$ cat config.mk
export PLATFORM = sky130hd
export DESIGN_NAME = exec_unit
export DESIGN_NICKNAME = d
export VERILOG_FILES = /design/src/rtl/exec_unit.sv
export SDC_FILE = /design/constraint.sdc
export NUM_CORES = 2
export LEC_CHECK = 0
export BUFFER_PORTS_ARGS = -buffer_cell sky130_fd_sc_hd__buf_2
export CAP_MARGIN = 20
export CORE_ASPECT_RATIO = 1.25
export CORE_MARGIN = 1
export CORE_UTILIZATION = 39
export CTS_BUF_LIST = sky130_fd_sc_hd__clkbuf_8
export CTS_CLUSTER_DIAMETER = 100
export DETAILED_ROUTE_END_ITERATION = 16
export PLACE_DENSITY = 0.51
export SKIP_LAST_GASP = 1
export SYNTH_ARGS = -nofsm -noshare
export SYNTH_HDL_FRONTEND = slang
export SYNTH_SLANG_ARGS = --single-unit
$ cat constraint.sdc
create_clock -name CLK -period 12.5 [get_ports CLK]
set_input_delay 1.875 -clock CLK [delete_from_list [all_inputs] [get_ports CLK]]
set_output_delay 1.875 -clock CLK [all_outputs]
set_load 0.1 [all_outputs]
$ cat src/rtl/exec_unit.sv
// ---------------------------------------------------------------------------
// exec_unit -- integer execute stage: single-cycle ALU plus an M-extension
// unit (two-cycle multiplier, 34-cycle restoring divider).
//
// Ports
//   CLK        rising-edge clock
//   RESET      synchronous active-high reset
//   IN_VALID   operation presented this cycle
//   IN_READY   block can accept an operation this cycle (only when idle)
//   ALU_CTRL   ALU operation code (ignored when MDU_EN=1)
//   MDU_EN     selects an M-extension operation coded by FUNC3
//   FUNC3      MUL/MULH/MULHSU/MULHU/DIV/DIVU/REM/REMU
//   DATA1      operand A (rs1)
//   DATA2      operand B (rs2 or immediate)
//   RESULT     registered result, held between OUT_VALID pulses
//   OUT_VALID  one-cycle pulse per accepted operation
//   ILLEGAL    pulses with OUT_VALID for an undefined ALU_CTRL code
// ---------------------------------------------------------------------------
module exec_unit (
    input  logic        CLK,
    input  logic        RESET,
    input  logic        IN_VALID,
    output logic        IN_READY,
    input  logic [3:0]  ALU_CTRL,
    input  logic        MDU_EN,
    input  logic [2:0]  FUNC3,
    input  logic [31:0] DATA1,
    input  logic [31:0] DATA2,
    output logic [31:0] RESULT,
    output logic        OUT_VALID,
    output logic        ILLEGAL
);

    localparam int DATA_W = 32;

    typedef enum logic [1:0] {S_IDLE, S_MUL, S_DIV, S_FIX} state_t;

    // Control registers (reset)
    state_t              state_q;
    logic [DATA_W-1:0]   result_q;
    logic                out_valid_q;
    logic                illegal_q;
    logic [4:0]          cnt_q;

    // Datapath registers (no reset)
    logic [1:0]          op_q;        // FUNC3[1:0] of the accepted M op
    logic [2*DATA_W-1:0] prod_q;
    logic [DATA_W-1:0]   dvsr_q;
    logic [DATA_W-1:0]   quo_q;       // dividend shifts out as quotient shifts in
    logic [DATA_W-1:0]   rem_q;
    logic                qneg_q;
    logic                rneg_q;
    logic                spec_q;      // divide-by-zero / overflow shortcut
    logic [DATA_W-1:0]   spec_val_q;

    function automatic logic [DATA_W-1:0] neg_if(input logic [DATA_W-1:0] v,
                                                 input logic neg);
        return neg ? (~v + 1'b1) : v;
    endfunction

    function automatic logic [DATA_W-1:0] magnitude(input logic [DATA_W-1:0] v,
                                                    input logic is_signed);
        return neg_if(v, is_signed & v[DATA_W-1]);
    endfunction

    logic accept;
    assign accept   = IN_VALID && (state_q == S_IDLE);
    assign IN_READY = (state_q == S_IDLE);

    // ---------------- ALU ----------------
    logic signed [DATA_W-1:0] a_s, b_s;
    logic [DATA_W-1:0]        alu_res_d;
    logic                     alu_ill_d;

    assign a_s = DATA1;
    assign b_s = DATA2;

    always_comb begin
        alu_res_d = '0;
        alu_ill_d = 1'b0;
        case (ALU_CTRL)
            4'b0000: alu_res_d = DATA1 & DATA2;
            4'b0001: alu_res_d = DATA1 | DATA2;
            4'b0010: alu_res_d = DATA1 + DATA2;
            4'b0011: alu_res_d = DATA1 - DATA2;
            4'b0100: alu_res_d = DATA1 << DATA2[4:0];
            4'b0101: alu_res_d = {{(DATA_W-1){1'b0}}, (a_s < b_s)};
            4'b0110: alu_res_d = {{(DATA_W-1){1'b0}}, (DATA1 < DATA2)};
            4'b0111: alu_res_d = DATA1 ^ DATA2;
            4'b1000: alu_res_d = DATA1 >> DATA2[4:0];
            4'b1001: alu_res_d = a_s >>> DATA2[4:0];
            default: alu_ill_d = 1'b1;
        endcase
    end

    // ---------------- Multiplier operands ----------------
    // Operands are extended to 64 bits according to signedness, so a single
    // 64-bit product yields the correct low and high halves for every variant.
    logic                       mul_a_sgn, mul_b_sgn;
    logic signed [2*DATA_W-1:0] mul_a, mul_b, prod_d;

    assign mul_a_sgn = (FUNC3[1:0] == 2'b01) || (FUNC3[1:0] == 2'b10);
    assign mul_b_sgn = (FUNC3[1:0] == 2'b01);
    assign mul_a     = {{DATA_W{mul_a_sgn & DATA1[DATA_W-1]}}, DATA1};
    assign mul_b     = {{DATA_W{mul_b_sgn & DATA2[DATA_W-1]}}, DATA2};
    assign prod_d    = mul_a * mul_b;

    // ---------------- Divider setup ----------------
    logic              div_sgn, div_rem, div_zero, div_ovf, div_spec;
    logic [DATA_W-1:0] spec_val_d;

    assign div_sgn  = ~FUNC3[0];
    assign div_rem  = FUNC3[1];
    assign div_zero = (DATA2 == '0);
    assign div_ovf  = div_sgn && (DATA1 == 32'h8000_0000) && (DATA2 == 32'hFFFF_FFFF);
    assign div_spec = div_zero || div_ovf;

    always_comb begin
        spec_val_d = '0;
        if (div_zero)
            spec_val_d = div_rem ? DATA1 : '1;
        else
            spec_val_d = div_rem ? '0 : 32'h8000_0000;
    end

    // ---------------- Restoring division step ----------------
    logic [DATA_W:0]   rem_shift, diff;
    logic [DATA_W-1:0] rem_d, quo_d;

    assign rem_shift = {rem_q, quo_q[DATA_W-1]};
    assign diff      = rem_shift - {1'b0, dvsr_q};
    assign rem_d     = diff[DATA_W] ? rem_shift[DATA_W-1:0] : diff[DATA_W-1:0];
    assign quo_d     = {quo_q[DATA_W-2:0], ~diff[DATA_W]};

    // ---------------- Result selection for MUL / FIX ----------------
    logic [DATA_W-1:0] mul_res_d, fix_res_d;

    assign mul_res_d = (op_q == 2'b00) ? prod_q[DATA_W-1:0] : prod_q[2*DATA_W-1:DATA_W];
    assign fix_res_d = spec_q  ? spec_val_q :
                       op_q[1] ? neg_if(rem_q, rneg_q) : neg_if(quo_q, qneg_q);

    // ---------------- Control FSM with registered outputs ----------------
    always_ff @(posedge CLK) begin
        if (RESET) begin
            state_q     <= S_IDLE;
            result_q    <= '0;
            out_valid_q <= 1'b0;
            illegal_q   <= 1'b0;
            cnt_q       <= '0;
        end else begin
            out_valid_q <= 1'b0;
            illegal_q   <= 1'b0;
            case (state_q)
                S_IDLE: begin
                    if (accept) begin
                        if (!MDU_EN) begin
                            result_q    <= alu_res_d;
                            out_valid_q <= 1'b1;
                            illegal_q   <= alu_ill_d;
                        end else if (!FUNC3[2]) begin
                            state_q <= S_MUL;
                        end else if (div_spec) begin
                            state_q <= S_FIX;
                        end else begin
                            state_q <= S_DIV;
                            cnt_q   <= '0;
                        end
                    end
                end
                S_MUL: begin
                    result_q    <= mul_res_d;
                    out_valid_q <= 1'b1;
                    state_q     <= S_IDLE;
                end
                S_DIV: begin
                    cnt_q <= cnt_q + 5'd1;
                    if (cnt_q == 5'd31)
                        state_q <= S_FIX;
                end
                S_FIX: begin
                    result_q    <= fix_res_d;
                    out_valid_q <= 1'b1;
                    state_q     <= S_IDLE;
                end
                default: state_q <= S_IDLE;
            endcase
        end
    end

    // ---------------- Datapath registers ----------------
    always_ff @(posedge CLK) begin
        if (accept && MDU_EN) begin
            op_q       <= FUNC3[1:0];
            prod_q     <= prod_d;
            dvsr_q     <= magnitude(DATA2, div_sgn);
            quo_q      <= magnitude(DATA1, div_sgn);
            rem_q      <= '0;
            qneg_q     <= div_sgn & (DATA1[DATA_W-1] ^ DATA2[DATA_W-1]);
            rneg_q     <= div_sgn & DATA1[DATA_W-1];
            spec_q     <= div_spec;
            spec_val_q <= spec_val_d;
        end else if (state_q == S_DIV) begin
            rem_q <= rem_d;
            quo_q <= quo_d;
        end
    end

    assign RESULT    = result_q;
    assign OUT_VALID = out_valid_q;
    assign ILLEGAL   = illegal_q;

endmodule

---- Word-level counts from Yosys, hierarchy flattened ----
Index checks and enable logic that the tools add are counted.
cells by class
  add/subtract/negate cells ............... 8
  $mul .................................... 1
  magnitude comparators ................... 2
  equal/unequal tests ..................... 23
  shift-type cells ........................ 3
  mux-type cells .......................... 32
  bitwise logic cells ..................... 17
  reductions and logical operators ........ 19
operators by type and width
  kind                   count
  $mux 32                15
  $pmux 32 s10           1
  $add 32x1->32 const B  4
  $not 32->32            4
  $pmux 32 s3            1
  $eq 32x32->1 const B   2
  $lt 32x32->1           2
  $mul 33x33->64         1
  $sub 33x32->33         1
  $add 32x32->32         1
  $and 32x32->32         1
  $logic_not 32->1       1
  $or 32x32->32          1
  $shl 32x5->32          1
  $shr 32x5->32          1
  $sshr 32x5->32         1
  $sub 32x32->32         1
  $xor 32x32->32         1
  $mux 5                 4
  $eq 4x3->1 const B     4
  $pmux 5 s2             1
  $reduce_or 10->1       1
  $eq 4x2->1 const B     2
  $eq 4x4->1 const B     2
  24 further kinds       51
word-level totals
  flip-flop bits (word level) ............. 238

---- Logic depth before layout (Yosys ltp) ----
  depth in word-level cells ............... 9
  mapped depth ............................ 34
  gate-level depth less buffers ........... 30

---- Worst setup path before layout ----
OpenSTA, ideal clock, no wires.
  path kind ............................... input -> register
  from .................................... input DATA2[2]
  to ...................................... register prod_q[49] (data pin)
  library setup time ...................... 261 ps
  data arrival time ....................... 10158 ps
  setup slack ............................. 2081 ps
  stages on the path ...................... 32
  path buffers ............................ 5
  cell sequence ........................... clkbuf_1 -> inv_2 -> buf_1 -> clkbuf_1 -> clkbuf_1 -> clkbuf_1 -> nor2_1 -> fa_1 -> inv_1 -> fa_1 -> inv_1 -> fa_1 -> fa_1 -> inv_1 -> fa_1 -> inv_1 -> fa_1 -> inv_1 -> fa_1 -> inv_1 -> fa_1 -> ha_1 -> a21oi_1 -> o21bai_1 -> a2111oi_0 -> o221a_2 -> nor2_1 -> a311oi_1 -> o221ai_1 -> a2111oi_0 -> nor2_1 -> xor2_1
between the ends
  longest elaborated chain between the ends .. 1
ends and longest elaborated chain
  element               RTL line  text
  start, declared       28        input logic [31:0] DATA2,
  $mul 33x33->64        106       assign prod_d = mul_a * mul_b;
  net prod_d[49]        100       logic signed [2*DATA_W-1:0] mul_a, mul_b, prod_d;
  end signal, assigned  194       prod_q <= prod_d;
  end, declared         47        logic [2*DATA_W-1:0] prod_q;
The timed path passes the listed nets, and every way through them passes these cells.
A chain may end at the register's enable or synchronous reset.

---- Final worst setup path ----
  from .................................... input DATA1[31]
  to ...................................... register prod_q[62] (data pin)
between the ends
  longest elaborated chain between the ends .. 2
ends and longest elaborated chain
  element           RTL line  text
  start, declared   27        input logic [31:0] DATA1,
  $and 1x1->1       104       assign mul_a = {{DATA_W{mul_a_sgn & DATA1[DATA_W-1]}}, DATA1};
  $mul 33x33->64 *  106
  net prod_d[62]    100
Mark *: on every way through the listed nets, which the timed path passes. The rest lies on a longest branch.

==> run_results.csv <==
group,metric,value,unit
clock_tree,clk_pin_slew,0.07,ns
cells_and_area,seqCellArea,6420,sq um
logic_synthesis,synth-seq-cells,238,
logic_synthesis,yosysWarnings,0,
cells_and_area,fill_cells,15500,
logic_synthesis,syn_nets,8451,
sta,slew_violations,0,
placement,io_buffer_count,109,
clock_tree,cts_buffer_depth,3,
floorplan,die_x,351,um
routing,antenna_left,0,
cells_and_area,multi_input_area,46300,sq um
sta,period_needed,10.88,ns
sta,finalSetupTns,0,ns
grt,antenna_found_initial,25,
logic_synthesis,syn_avg_cell_area,8.60,sq um
sta,finClkSkew,0.0653,ns
worst_setup_path,required,12.87,ns
logic_synthesis,ys_types,98,
worst_setup_path,ff2ff_setup_slack,8.33,ns
sta,finalWorstSetupSlack,1.62,ns
logic_synthesis,synth_top_family_by_area,"adder cells",
floorplan,start_util,0.394,
logic_synthesis,synth_area_leaders,"fa_1, edfxtp_1, inv_1",
clock_tree,clk_latency,0.70,ns
cells_and_area,area_growth,6.65,%
logic_synthesis,synth_flop_cell,"edfxtp_1",
floorplan,top_level_ports,110,
worst_setup_path,crit_path_max_fanout,21,
cells_and_area,final_nets,8376,
worst_setup_path,critPathLaunchType,"primary input",
outcome,status,"complete, no violations",
grt,grt_pass1_vias,52753,
floorplan,fp.dieArea,154000,sq um
clock_tree,cts_root_buf,"clkbuf_8",
worst_setup_path,crit_type,"in2reg",
grt,grt_max_degree,71,
sta,report.final.setup_viol,0,
clock_tree,cts_max_level,2,
sta,hold_viol_final,0,
grt,grt_pass1_wl,388,mm
sta,max_freq,91.9,MHz
logic_synthesis,syn_inst,6899,
grt,use_met1,0.443,
clock_tree,cts_tree,"done",
clock_tree,clock_sinks,238,
sta,maxSlewHeadroom,0.117,
logic_synthesis,synth_simple_gate_area_frac,0.141,
logic_synthesis,synthMuxAreaShare,0.0350,
logic_synthesis,synth_top_area_share,0.381,
clock_tree,cts-resized-gates,0,
logic_synthesis,synth_area,59300,sq um
routing,via_per_inst,5.78,
grt,grt_util_met3,0.0570,
sta,finalCritPeriodShare,0.871,
placement,pre_cts_slack,0.964,ns
floorplan,die_y,438,um
placement,place_hpwl,216,mm
routing,vias,51335,
clock_tree,cts_buffers,46,
grt,grt-ovfl-total,0,
cells_and_area,final_layout_size_suffix_gt1_frac,0.0720,
sta,worst_pin_slew,1.31,ns
routing,wire_per_inst,30.8,um
logic_synthesis,async_reset_ff_frac,0,
grt,busiest_layer,"met2",
logic_synthesis,synth_edf_count,165,
floorplan,core,151000,sq um
routing,wl,274,mm
routing,drtPass1Iterations,6,
clock_tree,postCtsSetupBuffers,0,
routing,drt_iter0_drc,4568,
clock_tree,hold_buffers,0,
sta,rsz0062_at_grt,"no",
grt,use_met2,0.582,
grt,grtUsageTotal,0.358,
run,cap_violations,0,
placement,place_congestion,1.06,
min_path,hold_path_class,"reg2reg",
logic_synthesis,synth_compound_area_frac,0.115,
logic_synthesis,seq_area_frac_synth,0.108,
floorplan,std_cell_rows,159,
worst_setup_path,worstSetupEndpointType,"register",
logic_synthesis,synth.most_common_cell,"inv_1",
logic_synthesis,synth_area_leader_cell,"fa_1",
worst_setup_path,crit_arrival,11.26,ns
logic_synthesis,synth_commonest_cells,"inv_1, fa_1, nand2_1",
logic_synthesis,synthAdderAreaFrac,0.454,
logic_synthesis,synthXorXnorAreaFrac,0.0351,
routing,drc,0,
-- layout make-up --
type	count	area share
well taps	2012	0.0398
multi-input cells	4912	0.733
inverters	1322	0.0786
diodes	10	0.000396
repair buffers	304	0.0320
clock buffers	51	0.0111
clock inverters	33	0.00402
flip-flops and latches	238	0.101
-- registers in the layout, indices dropped and copies added (netlist names) --
name / count
prod_q: 64
RESULT: 32
dvsr_q: 32
quo_q: 32
rem_q: 32
spec_val_q: 32
cnt_q: 5
op_q: 2
state_q: 2
ILLEGAL: 1
OUT_VALID: 1
qneg_q: 1
rneg_q: 1
spec_q: 1
-- per-stage QoR --
| step | cells | hold slack, ns | utilization | instance area [sq um] |
|---|---|---|---|---|
| after floorplan | 6899 | 0.472 | - | 59300 |
| after global placement | 8786 | 0.477 | 0.413 | 62300 |
| after detailed placement | 8788 | 0.482 | 0.413 | 62300 |
| after CTS | 8872 | 0.494 | 0.420 | 63200 |
| after global routing | 8876 | 0.513 | 0.420 | 63200 |
| final | 8882 | 0.493 | 0.420 | 63300 |
-- cells in the final DEF (no fill, tap or decap), drive strengths merged, types with 31 or more instances in the layout --
cell	netlist	routed
or3	40	40
nand2b	31	31
clkbuf	292	51
xor2	55	55
clkinv	15	34
nor3	70	70
mux4	49	49
ha	349	349
o31ai	45	45
inv	1307	1315
dfxtp	73	73
nor2	630	630
a21o	39	39
fa	1128	1128
mux2i	86	86
a211oi	55	55
o21ai	289	289
buf	135	304
a221oi	36	36
a21oi	275	275
xnor2	183	183
nand2	995	995
edfxtp	165	165
nand3	55	55
a31oi	45	45
-- metal layers --
layer,wire length [um],vias up
met1,105000,26620
met4,21100,10
li1,-,21648
met2,127000,2385
met3,20300,672
met5,78,-
-- logic make-up (layout without fill, tap and decap cells) --
group,Yosys count,after routing
AOI/OAI and AO/OA,1063,1063
xor gates and xnor gates,238,238
muxes,145,145
other,0,10
and+or+nand+nor,1989,1989
buffers and inverters,1749,1710
adders and majority gates,1477,1477
DFF,238,238
-- path summary, 6_finish.rpt --
path,to,start,depth (start not counted)
setup / recovery,prod_q[62],DATA1[31],27
hold / removal,RESULT[7],RESULT[7],2
setup reg to reg,rem_q[7],quo_q[31],14
hold reg to reg,RESULT[7],RESULT[7],2
-- worst max-delay path, stage by stage --
cell	delay, ns
buf_2	0.50
inv_1	0.32
or3_1	0.47
inv_1	0.14
fa_1	0.52
fa_1	0.65
fa_1	0.54
inv_1	0.46
fa_1	0.51
inv_1	0.08
fa_1	0.44
fa_1	0.55
inv_1	0.05
fa_1	0.45
fa_1	0.49
inv_1	0.04
ha_1	0.38
and4_1	0.29
nand3_1	0.22
nor3_1	0.45
and4_1	0.25
a32o_1	0.23
o21ai_0	0.26
o22ai_1	0.53
nand4_1	0.22
a31oi_1	0.20
xor2_1	0.09
Power is left out: the tool's default activity adds up to more than one toggle a clock period on the data nets, which glitch-free logic cannot reach.
